File: src/rtl/branch_update_ctrl_if.sv
// ============================================================================
// Module      : branch_update_ctrl_if
// Description : Prediction, resolution, predictor-update and redirect bundle
//               for branch_update_ctrl.
// Revision    : 1.0 - initial release
// ============================================================================
`default_nettype none

interface branch_update_ctrl_if #(
    parameter int DEPTH = 4,
    parameter int IDX_W = 5
);
    localparam int CNT_W = $clog2(DEPTH) + 1;

    logic             pred_valid;
    logic [31:0]      pred_pc;
    logic             pred_taken;
    logic [31:0]      pred_target;
    logic [IDX_W-1:0] pred_idx;
    logic             alloc_ready;

    logic             res_valid;
    logic             res_taken;
    logic [31:0]      res_target;
    logic             res_ready;

    logic             upd_valid;
    logic [IDX_W-1:0] upd_index;
    logic [31:0]      upd_tag;
    logic [31:0]      upd_target;
    logic             upd_taken;
    logic             upd_ready;

    logic             flush;
    logic [31:0]      redirect_pc;
    logic [CNT_W-1:0] occupancy;
    logic [15:0]      mispredict_cnt;
    logic             err_underflow;

    modport slave (
        input  pred_valid, pred_pc, pred_taken, pred_target, pred_idx,
        output alloc_ready,
        input  res_valid, res_taken, res_target,
        output res_ready,
        output upd_valid, upd_index, upd_tag, upd_target, upd_taken,
        input  upd_ready,
        output flush, redirect_pc, occupancy, mispredict_cnt, err_underflow
    );

    modport master (
        output pred_valid, pred_pc, pred_taken, pred_target, pred_idx,
        input  alloc_ready,
        output res_valid, res_taken, res_target,
        input  res_ready,
        input  upd_valid, upd_index, upd_tag, upd_target, upd_taken,
        output upd_ready,
        input  flush, redirect_pc, occupancy, mispredict_cnt, err_underflow
    );
endinterface

`default_nettype wire

File: src/rtl/branch_update_ctrl.sv
// ============================================================================
// Module      : branch_update_ctrl
// Description : In-order in-flight branch queue; turns resolutions into
//               predictor updates and mispredict flush/redirects.
// Revision    : 1.0 - initial release
// ============================================================================
`default_nettype none

module branch_update_ctrl #(
    parameter int DEPTH = 4,
    parameter int IDX_W = 5
) (
    input  logic                 clk,
    input  logic                 reset,
    branch_update_ctrl_if.slave  bus
);
    localparam int PTR_W = $clog2(DEPTH);
    localparam int CNT_W = PTR_W + 1;
    localparam logic [CNT_W-1:0] C_FULL = CNT_W'(DEPTH);

    localparam logic [0:0] S_IDLE = 1'b0;
    localparam logic [0:0] S_UPD  = 1'b1;

    logic [31:0]      pc_mem     [DEPTH];
    logic             taken_mem  [DEPTH];
    logic [31:0]      target_mem [DEPTH];
    logic [IDX_W-1:0] idx_mem    [DEPTH];

    logic [PTR_W-1:0] head_q, head_d, tail_q, tail_d;
    logic [CNT_W-1:0] count_q, count_d;
    logic [0:0]       state_q, state_d;
    logic [IDX_W-1:0] upd_index_q, upd_index_d;
    logic [31:0]      upd_tag_q, upd_tag_d;
    logic [31:0]      upd_target_q, upd_target_d;
    logic             upd_taken_q, upd_taken_d;
    logic             flush_q, flush_d;
    logic [31:0]      redirect_q, redirect_d;
    logic [15:0]      mcnt_q, mcnt_d;
    logic             err_q, err_d;

    logic             w_alloc_ready;
    logic             w_res_ready;
    logic             w_accept;
    logic             w_mispredict;
    logic             w_alloc;
    logic [31:0]      w_head_pc;
    logic             w_head_taken;
    logic [31:0]      w_head_target;
    logic [IDX_W-1:0] w_head_idx;

    assign w_head_pc     = pc_mem[head_q];
    assign w_head_taken  = taken_mem[head_q];
    assign w_head_target = target_mem[head_q];
    assign w_head_idx    = idx_mem[head_q];

    assign w_alloc_ready = (count_q != C_FULL);
    assign w_res_ready   = (state_q == S_IDLE) || bus.upd_ready;
    assign w_accept      = bus.res_valid && w_res_ready && (count_q != '0);
    assign w_mispredict  = w_accept &&
                           ((w_head_taken != bus.res_taken) ||
                            (bus.res_taken && (w_head_target != bus.res_target)));
    // A mispredict squashes the younger path, so its same-cycle allocation is dropped.
    assign w_alloc       = bus.pred_valid && w_alloc_ready && !w_mispredict;

    always_comb begin
        head_d       = head_q;
        tail_d       = tail_q;
        count_d      = count_q;
        state_d      = state_q;
        upd_index_d  = upd_index_q;
        upd_tag_d    = upd_tag_q;
        upd_target_d = upd_target_q;
        upd_taken_d  = upd_taken_q;
        flush_d      = w_mispredict;
        redirect_d   = redirect_q;
        mcnt_d       = mcnt_q;
        err_d        = err_q || (bus.res_valid && (count_q == '0));

        if (w_alloc) begin
            tail_d  = tail_q + PTR_W'(1);
            count_d = count_d + CNT_W'(1);
        end
        if (w_accept) begin
            head_d       = head_q + PTR_W'(1);
            count_d      = count_d - CNT_W'(1);
            state_d      = S_UPD;
            upd_index_d  = w_head_idx;
            upd_tag_d    = w_head_pc;
            upd_target_d = bus.res_target;
            upd_taken_d  = bus.res_taken;
        end else if ((state_q == S_UPD) && bus.upd_ready) begin
            state_d = S_IDLE;
        end
        if (w_mispredict) begin
            head_d     = tail_q;
            count_d    = '0;
            redirect_d = bus.res_taken ? bus.res_target : (w_head_pc + 32'd4);
            if (mcnt_q != 16'hFFFF) begin
                mcnt_d = mcnt_q + 16'd1;
            end
        end
    end

    always_ff @(posedge clk) begin
        if (reset) begin
            head_q       <= '0;
            tail_q       <= '0;
            count_q      <= '0;
            state_q      <= S_IDLE;
            upd_index_q  <= '0;
            upd_tag_q    <= '0;
            upd_target_q <= '0;
            upd_taken_q  <= 1'b0;
            flush_q      <= 1'b0;
            redirect_q   <= '0;
            mcnt_q       <= '0;
            err_q        <= 1'b0;
        end else begin
            head_q       <= head_d;
            tail_q       <= tail_d;
            count_q      <= count_d;
            state_q      <= state_d;
            upd_index_q  <= upd_index_d;
            upd_tag_q    <= upd_tag_d;
            upd_target_q <= upd_target_d;
            upd_taken_q  <= upd_taken_d;
            flush_q      <= flush_d;
            redirect_q   <= redirect_d;
            mcnt_q       <= mcnt_d;
            err_q        <= err_d;
        end
    end

    // Entry storage needs no reset: occupancy alone decides what is live.
    always_ff @(posedge clk) begin
        if (w_alloc && !reset) begin
            pc_mem[tail_q]     <= bus.pred_pc;
            taken_mem[tail_q]  <= bus.pred_taken;
            target_mem[tail_q] <= bus.pred_target;
            idx_mem[tail_q]    <= bus.pred_idx;
        end
    end

    assign bus.alloc_ready    = w_alloc_ready;
    assign bus.res_ready      = w_res_ready;
    assign bus.upd_valid      = (state_q == S_UPD);
    assign bus.upd_index      = upd_index_q;
    assign bus.upd_tag        = upd_tag_q;
    assign bus.upd_target     = upd_target_q;
    assign bus.upd_taken      = upd_taken_q;
    assign bus.flush          = flush_q;
    assign bus.redirect_pc    = redirect_q;
    assign bus.occupancy      = count_q;
    assign bus.mispredict_cnt = mcnt_q;
    assign bus.err_underflow  = err_q;

endmodule

`default_nettype wire

File: src/flat_wrapper.sv
// flat-port wrapper written by rule: the top's interface ports become plain ports
module branch_update_ctrl_flat 
#(
    parameter int DEPTH = 4,
    parameter int IDX_W = 5
)
  (clk, reset, bus_pred_valid, bus_pred_pc, bus_pred_taken, bus_pred_target, bus_pred_idx, bus_alloc_ready, bus_res_valid, bus_res_taken, bus_res_target, bus_res_ready, bus_upd_valid, bus_upd_index, bus_upd_tag, bus_upd_target, bus_upd_taken, bus_upd_ready, bus_flush, bus_redirect_pc, bus_occupancy, bus_mispredict_cnt, bus_err_underflow);
  branch_update_ctrl_if #(.DEPTH(DEPTH), .IDX_W(IDX_W)) bus_i ();
  input  logic clk;
  input  logic reset;
  input wire logic [$bits(bus_i.pred_valid)-1:0] bus_pred_valid;
  input wire logic [$bits(bus_i.pred_pc)-1:0] bus_pred_pc;
  input wire logic [$bits(bus_i.pred_taken)-1:0] bus_pred_taken;
  input wire logic [$bits(bus_i.pred_target)-1:0] bus_pred_target;
  input wire logic [$bits(bus_i.pred_idx)-1:0] bus_pred_idx;
  output wire logic [$bits(bus_i.alloc_ready)-1:0] bus_alloc_ready;
  input wire logic [$bits(bus_i.res_valid)-1:0] bus_res_valid;
  input wire logic [$bits(bus_i.res_taken)-1:0] bus_res_taken;
  input wire logic [$bits(bus_i.res_target)-1:0] bus_res_target;
  output wire logic [$bits(bus_i.res_ready)-1:0] bus_res_ready;
  output wire logic [$bits(bus_i.upd_valid)-1:0] bus_upd_valid;
  output wire logic [$bits(bus_i.upd_index)-1:0] bus_upd_index;
  output wire logic [$bits(bus_i.upd_tag)-1:0] bus_upd_tag;
  output wire logic [$bits(bus_i.upd_target)-1:0] bus_upd_target;
  output wire logic [$bits(bus_i.upd_taken)-1:0] bus_upd_taken;
  input wire logic [$bits(bus_i.upd_ready)-1:0] bus_upd_ready;
  output wire logic [$bits(bus_i.flush)-1:0] bus_flush;
  output wire logic [$bits(bus_i.redirect_pc)-1:0] bus_redirect_pc;
  output wire logic [$bits(bus_i.occupancy)-1:0] bus_occupancy;
  output wire logic [$bits(bus_i.mispredict_cnt)-1:0] bus_mispredict_cnt;
  output wire logic [$bits(bus_i.err_underflow)-1:0] bus_err_underflow;
  assign bus_i.pred_valid = bus_pred_valid;
  assign bus_i.pred_pc = bus_pred_pc;
  assign bus_i.pred_taken = bus_pred_taken;
  assign bus_i.pred_target = bus_pred_target;
  assign bus_i.pred_idx = bus_pred_idx;
  assign bus_alloc_ready = bus_i.alloc_ready;
  assign bus_i.res_valid = bus_res_valid;
  assign bus_i.res_taken = bus_res_taken;
  assign bus_i.res_target = bus_res_target;
  assign bus_res_ready = bus_i.res_ready;
  assign bus_upd_valid = bus_i.upd_valid;
  assign bus_upd_index = bus_i.upd_index;
  assign bus_upd_tag = bus_i.upd_tag;
  assign bus_upd_target = bus_i.upd_target;
  assign bus_upd_taken = bus_i.upd_taken;
  assign bus_i.upd_ready = bus_upd_ready;
  assign bus_flush = bus_i.flush;
  assign bus_redirect_pc = bus_i.redirect_pc;
  assign bus_occupancy = bus_i.occupancy;
  assign bus_mispredict_cnt = bus_i.mispredict_cnt;
  assign bus_err_underflow = bus_i.err_underflow;
  branch_update_ctrl #(.DEPTH(DEPTH), .IDX_W(IDX_W)) u_core (.clk(clk), .reset(reset), .bus(bus_i));
endmodule
File: config.mk
export PLATFORM = sky130hd
export DESIGN_NAME = branch_update_ctrl_flat
export DESIGN_NICKNAME = d
export VERILOG_FILES = /design/src/rtl/branch_update_ctrl_if.sv /design/src/rtl/branch_update_ctrl.sv /design/src/flat_wrapper.sv
export SDC_FILE = /design/constraint.sdc
export NUM_CORES = 1
export LEC_CHECK = 0
export CORE_ASPECT_RATIO = 1.25
export CORE_MARGIN = 2
export CORE_UTILIZATION = 55
export CTS_CLUSTER_DIAMETER = 50
export CTS_CLUSTER_SIZE = 24
export DETAILED_ROUTE_END_ITERATION = 16
export GPL_TIMING_DRIVEN = 0
export PLACE_DENSITY = 0.92
export SLEW_MARGIN = 10
export SYNTH_ARGS = -nofsm -noshare
export SYNTH_HDL_FRONTEND = slang
export SYNTH_SLANG_ARGS = --single-unit
File: constraint.sdc
create_clock -name clk -period 9.05 [get_ports clk]
set_input_delay 2.2625 -clock clk [delete_from_list [all_inputs] [get_ports clk]]
set_output_delay 2.2625 -clock clk [all_outputs]
set_load 0.01 [all_outputs]
==> results of run 1 <==
[flip-flops by register name, summed over array words and instances, names as in the netlist, 5 cells and up, named ones only]
| name | count |
|---|---|
| u_core.bus.redirect_pc | 32 |
| u_core.bus.upd_target | 32 |
| u_core.idx_mem | 20 |
| u_core.pc_mem | 128 |
| u_core.bus.upd_tag | 32 |
| u_core.bus.mispredict_cnt | 16 |
| u_core.bus.upd_index | 5 |
| u_core.target_mem | 128 |
[through the flow]
stage          total power [mW]  utilization  hold slack [ps]  std cells  setup slack (ps)
2_1_floorplan              3.28            -              480       1189               920
3_3_place_gp               3.89        0.650              443       1823             -2810
3_5_place_dp               3.98        0.661              450       1848              2590
4_1_cts                    5.29        0.693              462       1897              3090
5_1_grt                    5.48        0.693              479       1899              2900
6_report                   5.32        0.693              460       1901              2980
[per-layer routing]
layer,GRT usage,vias up,share of wire
li1,-,5047,-
met2,0.518,851,0.49
met1,0.359,5879,0.34
met4,0.162,0,0.058
met5,0,-,0
met3,0.0665,191,0.11
[worst max path at each step]
| stage | to | from | slack, ps | cells after the start |
|---|---|---|---|---|
| 6_report | u_core.pc_mem[0][23] | bus_res_target[9] | 2980 | 12 |
| 5_1_grt | u_core.pc_mem[0][19] | bus_res_target[9] | 2900 | 12 |
| 4_1_cts | u_core.pc_mem[0][23] | bus_res_target[9] | 3090 | 12 |
| 3_5_place_dp | u_core.target_mem[0][3] | bus_res_target[9] | 2590 | 12 |
| 3_3_place_gp | u_core.target_mem[1][1] | bus_res_target[9] | -2810 | 9 |
| 2_1_floorplan | u_core.idx_mem[1][0] | bus_res_target[17] | 920 | 8 |
[where the power goes]
part | switching, mW | total (mW) | internal [mW]
clock | 0.688 | 1.33 | 0.644
combinational | 0.927 | 1.63 | 0.704
sequential | 0.129 | 2.36 | 2.23
[area by class of cell]
class / instances / area, sq um / area share
multi-input cells: 688 / 5240 / 0.252
repair buffers: 258 / 2630 / 0.127
clock inverters: 19 / 253 / 0.0121
clock buffers: 30 / 687 / 0.0330
diodes: 4 / 10.0 / 0.000481
inverters: 16 / 60.1 / 0.00289
well taps: 401 / 502 / 0.0241
plain buffers: 75 / 417 / 0.0200
flip-flops and latches: 410 / 11000 / 0.529
[tightest hold or removal path, cell delays in order (launching register included)]
cell and delay, ps:
dfxtp_1 320, nand2_1 50, a21oi_1 50
[kinds of logic after synthesis]
family / synth area share
simple gates: 0.0948
fa+ha+maj: 0.00675
flops: 0.660
mux: 0.103
xor+xnor: 0.0336
compound gates: 0.0732
buf+inv: 0.0286
[cell usage after synthesis, types with 4 or more instances]
cell type,n
o21ai_0,34
dfxtp_1,130
o31ai_1,8
nor2b_1,5
mux4_1,6
a22o_1,8
o21ai_1,5
nand3_1,24
clkbuf_1,35
o2111ai_1,9
buf_6,6
a31oi_1,5
ha_1,9
nand2_1,197
mux4_2,60
a21oi_1,94
nor3_1,16
nor2_1,20
or4_1,5
nand4_1,19
buf_2,10
o21a_1,9
xnor2_1,42
mux2_2,6
xor2_1,22
or3_1,4
buf_4,6
nor4b_2,4
buf_1,14
nor4_1,10
edfxtp_1,280
mux2i_1,15
inv_1,15
and3_1,9
==> results.txt, run 1 <==
----------------------------------------------------
[Synth]
  Cells taking the most area after synthesis ... edfxtp_1 (50%), dfxtp_1 (16%), mux4_2 (8.1%)
  Number of flops mapped to enable cells by yosys ... between 200 and 300
  Average size of a mapped cell ... between 10 and 15 sq um
  Post-synth top flop ... edfxtp_1
  Number of flip-flops and latches in the synthesized netlist ... slightly above 400
  Syn Inst Count ... around 1,200
  Biggest area consumer among synthesized cells ... edfxtp_1
  Number of warnings printed during yosys synthesis ... 0
  Share of the yosys chip area belonging to registers ... 0.660
  Async set or reset register ratio after synthesis ... 0
  Area share of the leading cell type in the synthesized netlist ... 0.504
  Unique cell type count in the Yosys netlist ... 62
  Post-synth design cell area ... approximately 17,000 sq um
  Net count after synthesis ... 1,306

[Setup path]
  Worst Path Arrival ... 6330 ps
  Worst reg-to-reg path cell count ... 13
  WP buf/inv ... 6
  Register-to-register setup slack ... 4160 ps
  Slowest-stage cell, CP ... nor4b_4
  CP cell instances ... clkdlybuf4s50_1 -> a22o_1 -> or3_1 -> a2111oi_2 -> and4_4 -> buf_8 -> nor2_4 -> buf_6 -> nor4b_4 -> buf_6 -> buf_6 -> buf_6
  Maximum fanout along the worst path ... 12
  Critical path's largest stage delay ... slightly below 900 ps
  Critical setup path kind ... input port to register
  Critical path launch point type ... input port
  Cell type with the highest occurrence count on the critical path ... buf_6
  Worst Path Required ... between 9000 and 10,000 ps
  Cell type group with the largest total delay on the critical path ... buffers and inverters
  RR Endpoint ... u_core.pc_mem[0][23]
  Setup crit end kind ... register

[Placement]
  Detail Placement HPWL ... 35,500 microns
  Number of I/O port buffers ... between 200 and 250
  Placer Congestion ... between 0.9 and 1
  Total placed instance area ... 19,900 sq um

[Timing]
  Setup repair after global routing missed its margin ... no
  Summed negative setup slack over all endpoints ... 0 ps
  Final critical delay including setup and external delays ... 6070 ps
  Final worst-path cycle share ... 0.671
  Worst Max-Slew Pin Slew ... just over 1000 ps
  Final count of pins violating max slew ... 0
  Worst-case clock skew ... slightly below 40 ps
  Maximum clock frequency ... between 150 and 200 MHz
  Count of final hold-check violations ... 0
  Endpoints failing setup ... 0
  Slew headroom ... 0.324

[Run]
  Number of max-cap violations ... 0

[Cells and area]
  Share of layout cells above drive strength 1 ... 0.126
  Most common cell after layout, fill and taps aside ... edfxtp_1
  Net count, final ... roughly 1,600
  Final Instance Area ... 20,800 sq um
  Area grow syn2layout ... 24.7%
  FILL cells ... around 1,900
  Top library cells by usage in the layout, fill and taps aside ... edfxtp_1 (280), clkdlybuf4s50_1 (233), nand2_1 (197)

[Power and ir drop]
  Worst voltage drop across the vdd grid ... between 0.15 and 0.2 mV
  Leakage component of the power ... around 6.7 nW
  Pwr per Cell Area ... about 260 nW/um^2

[Clock tree]
  TritonCTS clock tree ... built
  CTS root buffer ... clkbuf_16
  Number of buffers added by the clock tree synthesis step ... 27
  Setup repair bufs after CTS ... 0
  Total clock sinks ... between 400 and 500
  H-Tree Level Count ... 1
  Source-to-sink clock delay at the later pin of the worst-skew pair ... between 500 and 600 ps
  Maximum buffer depth of the clock tree ... 3
  Post-cts resize count ... 0
  Quantity of hold-fixing buffers added after cts ... 0
  Reg clk slew, reported paths ... ~80 ps

[Min path]
  Class of the tightest hold or removal check ... register to register
  Hold_sp ... u_core.bus.upd_target[29]
  Count of cells along the worst hold path ... 2
  Hold-critical path endpoint ... u_core.bus.upd_target[29]

[Global route]
  Global-route wire length before repair ... slightly above 70,000 microns
  Initial antenna violation count ... 2
  Pin count of the biggest net entering global routing ... 26
  Vias in the first global route ... around 12,000
  GRT overflow ... 0
  GRT Util Overall ... 0.302

[Floorplan]
  Die Ht ... a little under 200 microns
  Area of the placeable core ... about 30,000 sq um
  Starting utilization of the core area ... 0.556
  Die footprint ... 31,800 sq um
  X dimension of the die ... approximately 160 microns
  # IOs ... 234
  Number of rows in the core area ... between 70 and 80

[Status]
  Status ... complete, no violations

[Detailed routing]
  Number of vias in the routed layout ... roughly 12,000
  Number of search-and-repair iterations in the first detailed-routing pass ... 6
  Number of remaining DRC errors ... 0
  Final WL ... roughly 49,000 microns
  Average wire length per cell after detail routing ... about 26 microns
  DRT iter0 DRCs ... approximately 1,600
  Number of nets with antenna violations after routing ... 0
  Post-DR vias/cell ... around 6.3

----------------------------------------------------
No activity file was read; power rests on OpenSTA's default activity.
==> inputs of run 2 (changes only) <==
Settings changed: CORE_UTILIZATION 55 to 49, PLACE_DENSITY 0.92 to 0.88.
Clock period 9.05 ns to 5.57 ns, I/O delays scaled along.
==> run 2 against run 1 <==
Utilization down 6.7 points. Cell count up 1.5%. Combinational power up 61%. Clock power up 73%. Hold slack worse by 2.5 ps. Flip-flop and latch count unchanged.
==> results.txt, run 2 (same netlist as run 1, synthesis figures left out) <==
----------------------------------------------------
[Setup path]
  Maximum fanout along the worst path ... 11 (-1)
  Setup crit end kind ... register
  Critical setup path kind ... input port to register
  Worst Path Required ... 5850 ps (-3460 ps)
  Worst Path Arrival ... 5070 ps (-1260 ps)
  CP cell instances ... clkdlybuf4s50_1 -> xnor2_1 -> or3_4 -> a2111oi_4 -> and4_4 -> buf_8 -> nor2_4 -> buf_8 -> nor4b_4 -> buf_8 -> buf_6
  Critical path launch point type ... input port
  Cell type with the highest occurrence count on the critical path ... buf_8
  Slowest-stage cell, CP ... nor4b_4
  Critical path's largest stage delay ... 900 ps (+20 ps)

[Timing]
  Worst-case clock skew ... 20.8 ps (-18.6 ps)
  Final count of pins violating max slew ... 0 (unchanged)
  Slew headroom ... 0.304 (-0.0206)
  Worst Max-Slew Pin Slew ... 1040 ps (+30.8 ps)
  Final worst-path cycle share ... 0.860
  Post-route setup slack ... 783 ps (-2190 ps)
  Count of final hold-check violations ... 0 (unchanged)
  Setup repair after global routing missed its margin ... no
  Maximum clock frequency ... 209 MHz
  Final critical delay including setup and external delays ... 4790 ps
  Endpoints failing setup ... 0 (unchanged)
  Final worst hold slack ... 457 ps (-2.46 ps)

[Detailed routing]
  Final WL ... 47,700 microns (-2.0%)
  DRT iter0 DRCs ... 1,474 (-9.5%)
  Number of nets with antenna violations after routing ... 0 (unchanged)
  Post-DR vias/cell ... 5.99 (-4.8%)
  Number of search-and-repair iterations in the first detailed-routing pass ... 6 (unchanged)
  Number of vias in the routed layout ... 11,600 (-3.4%)
  Average wire length per cell after detail routing ... 24.7 microns (-3.5%)
  Number of remaining DRC errors ... 0 (unchanged)

[Global route]
  GRT overflow ... 0 (unchanged)
  Initial antenna violation count ... 4 (+2)
  Global-route wire length before repair ... 69,500 microns (-2.6%)
  Pin count of the biggest net entering global routing ... 25 (-3.8%)
  GRT Util Overall ... 0.264 (-0.0379)
  Vias in the first global route ... 11,600 (-3.7%)

[Power and ir drop]
  Pwr per Cell Area ... 416 nW/um^2 (+63%)
  Combinational Power Share ... 0.301 (-0.006)
  Final total power ... 8.74 mW (+64%)
  Worst voltage drop across the vdd grid ... 0.396 mV (+150%)
  P_int ... 5.93 mW (+66%)
  Sw frac ... 0.321 (-0.00670)
  P_sw ... 2.81 mW (+61%)
  Proportion of power drawn by flip-flops and latches ... 0.436 (-0.007)
  Leakage component of the power ... 6.77 nW (+0.92%)
  Relative contribution of the clock network to total power ... 0.263 (+0.013)

[Floorplan]
  # IOs ... 234 (unchanged)
  Number of rows in the core area ... 75 (+5.6%)
  Die Ht ... 210 microns (+5.8%)
  Starting utilization of the core area ... 0.497 (-0.0590)
  X dimension of the die ... 169 microns (+5.8%)
  Area of the placeable core ... 33,600 sq um (+12%)
  Die footprint ... 35,600 sq um (+12%)

[Placement]
  DP Worst Slack ... 251 ps (-2340 ps)
  Total placed cells including tap cells ... 1,873 (+1.4%)
  Total placed instance area ... 20,000 sq um (+0.59%)
  Placer Congestion ... 0.889 (-4.0%)
  Detail Placement HPWL ... 35,900 microns (+1.0%)
  Number of I/O port buffers ... 233 (unchanged)

[Clock tree]
  CTS root buffer ... clkbuf_16
  Reg clk slew, reported paths ... 80 ps (about the same)
  TritonCTS clock tree ... built
  Post-cts resize count ... 0 (unchanged)
  H-Tree Level Count ... 1 (unchanged)
  Quantity of hold-fixing buffers added after cts ... 0 (unchanged)
  Total clock sinks ... 410 (unchanged)
  Number of buffers added by the clock tree synthesis step ... 29 (+7.4%)
  Setup repair bufs after CTS ... 0 (unchanged)
  Maximum buffer depth of the clock tree ... 3 (unchanged)
  Source-to-sink clock delay at the later pin of the worst-skew pair ... 580 ps (about the same)

[Min path]
  Class of the tightest hold or removal check ... register to register

[Cells and area]
  FILL cells ... 2,393 (+24%)
  Post-route non-filler standard cell count ... 1,930 (+1.5%)
  Final Instance Area ... 21,000 sq um (+1.0%)
  Top library cells by usage in the layout, fill and taps aside ... edfxtp_1 (280), clkdlybuf4s50_1 (233), nand2_1 (197)
  Top Registers ... u_core.pc_mem (128), u_core.target_mem (128)
  Share of layout cells above drive strength 1 ... 0.131 (+0.00532)
  Area grow syn2layout ... 26.0%
  Net count, final ... 1,598 (+0.31%)
  Most common cell after layout, fill and taps aside ... edfxtp_1

[Run]
  Number of max-cap violations ... 0 (unchanged)

[Status]
  Status ... complete, no violations

----------------------------------------------------
==> run 2: cell count changes in the layout (fill, tap and decap cells not counted), sizes merged <==
cell	before	now
inv	26	24
diode	4	3
buf	65	68
clkinv	6	8
clkinvlp	1	5
bufinv	2	3
==> run 2: layout make-up <==
type	count	area, sq um	area share
clock buffers	30	729	0.0347
inverters	16	60.1	0.00286
multi-input cells	688	5260	0.250
well taps	423	529	0.0252
repair buffers	261	2700	0.128
plain buffers	75	420	0.0200
flip-flops and latches	410	11000	0.524
diodes	3	7.51	0.000357
clock inverters	24	309	0.0147
==> run 2: worst max-delay path, delay by kind of cell <==
| family | cells | cell delay, ps |
|---|---|---|
| xor+xnor | 1 | 230 |
| simple gates | 4 | 1680 |
| buf+inv | 5 | 1380 |
| compound gates | 1 | 380 |
==> run 2: path summary, 6_finish.rpt <==
path                               start                      to  slack, ps  depth (start not counted)
hold reg to reg   u_core.bus.upd_tag[31]  u_core.bus.upd_tag[31]        460                          2
setup / recovery      bus_res_target[22]    u_core.pc_mem[0][22]        780                         11
hold / removal    u_core.bus.upd_tag[31]  u_core.bus.upd_tag[31]        460                          2
setup reg to reg                register    u_core.pc_mem[0][22]        970                         12
==> run 2: per-layer routing <==
layer	up-vias	global-route usage	wire, microns
met2	685	0.453	23700
met5	-	0	13
met4	2	0.128	2430
li1	5064	-	-
met3	122	0.0451	4440
met1	5689	0.326	17100
==> run 2: metrics by stage <==
step                 util  TNS (ps)
floorplan               -     -4960
global placement    0.584   -709260
detailed placement  0.595         0
CTS                 0.626         0
global route        0.626         0
finish              0.626         0
==> run 2: power by group through the flow <==
stage                     Combinational (mW)  Clock [mW]  Sequential (mW)
after floorplan                         1.45           0             3.90
after global placement                  2.46           0             3.87
after detailed placement                2.60           0             3.87
after CTS                               2.62        2.31             3.80
after global routing                    2.78        2.42             3.83
final                                   2.63        2.30             3.81
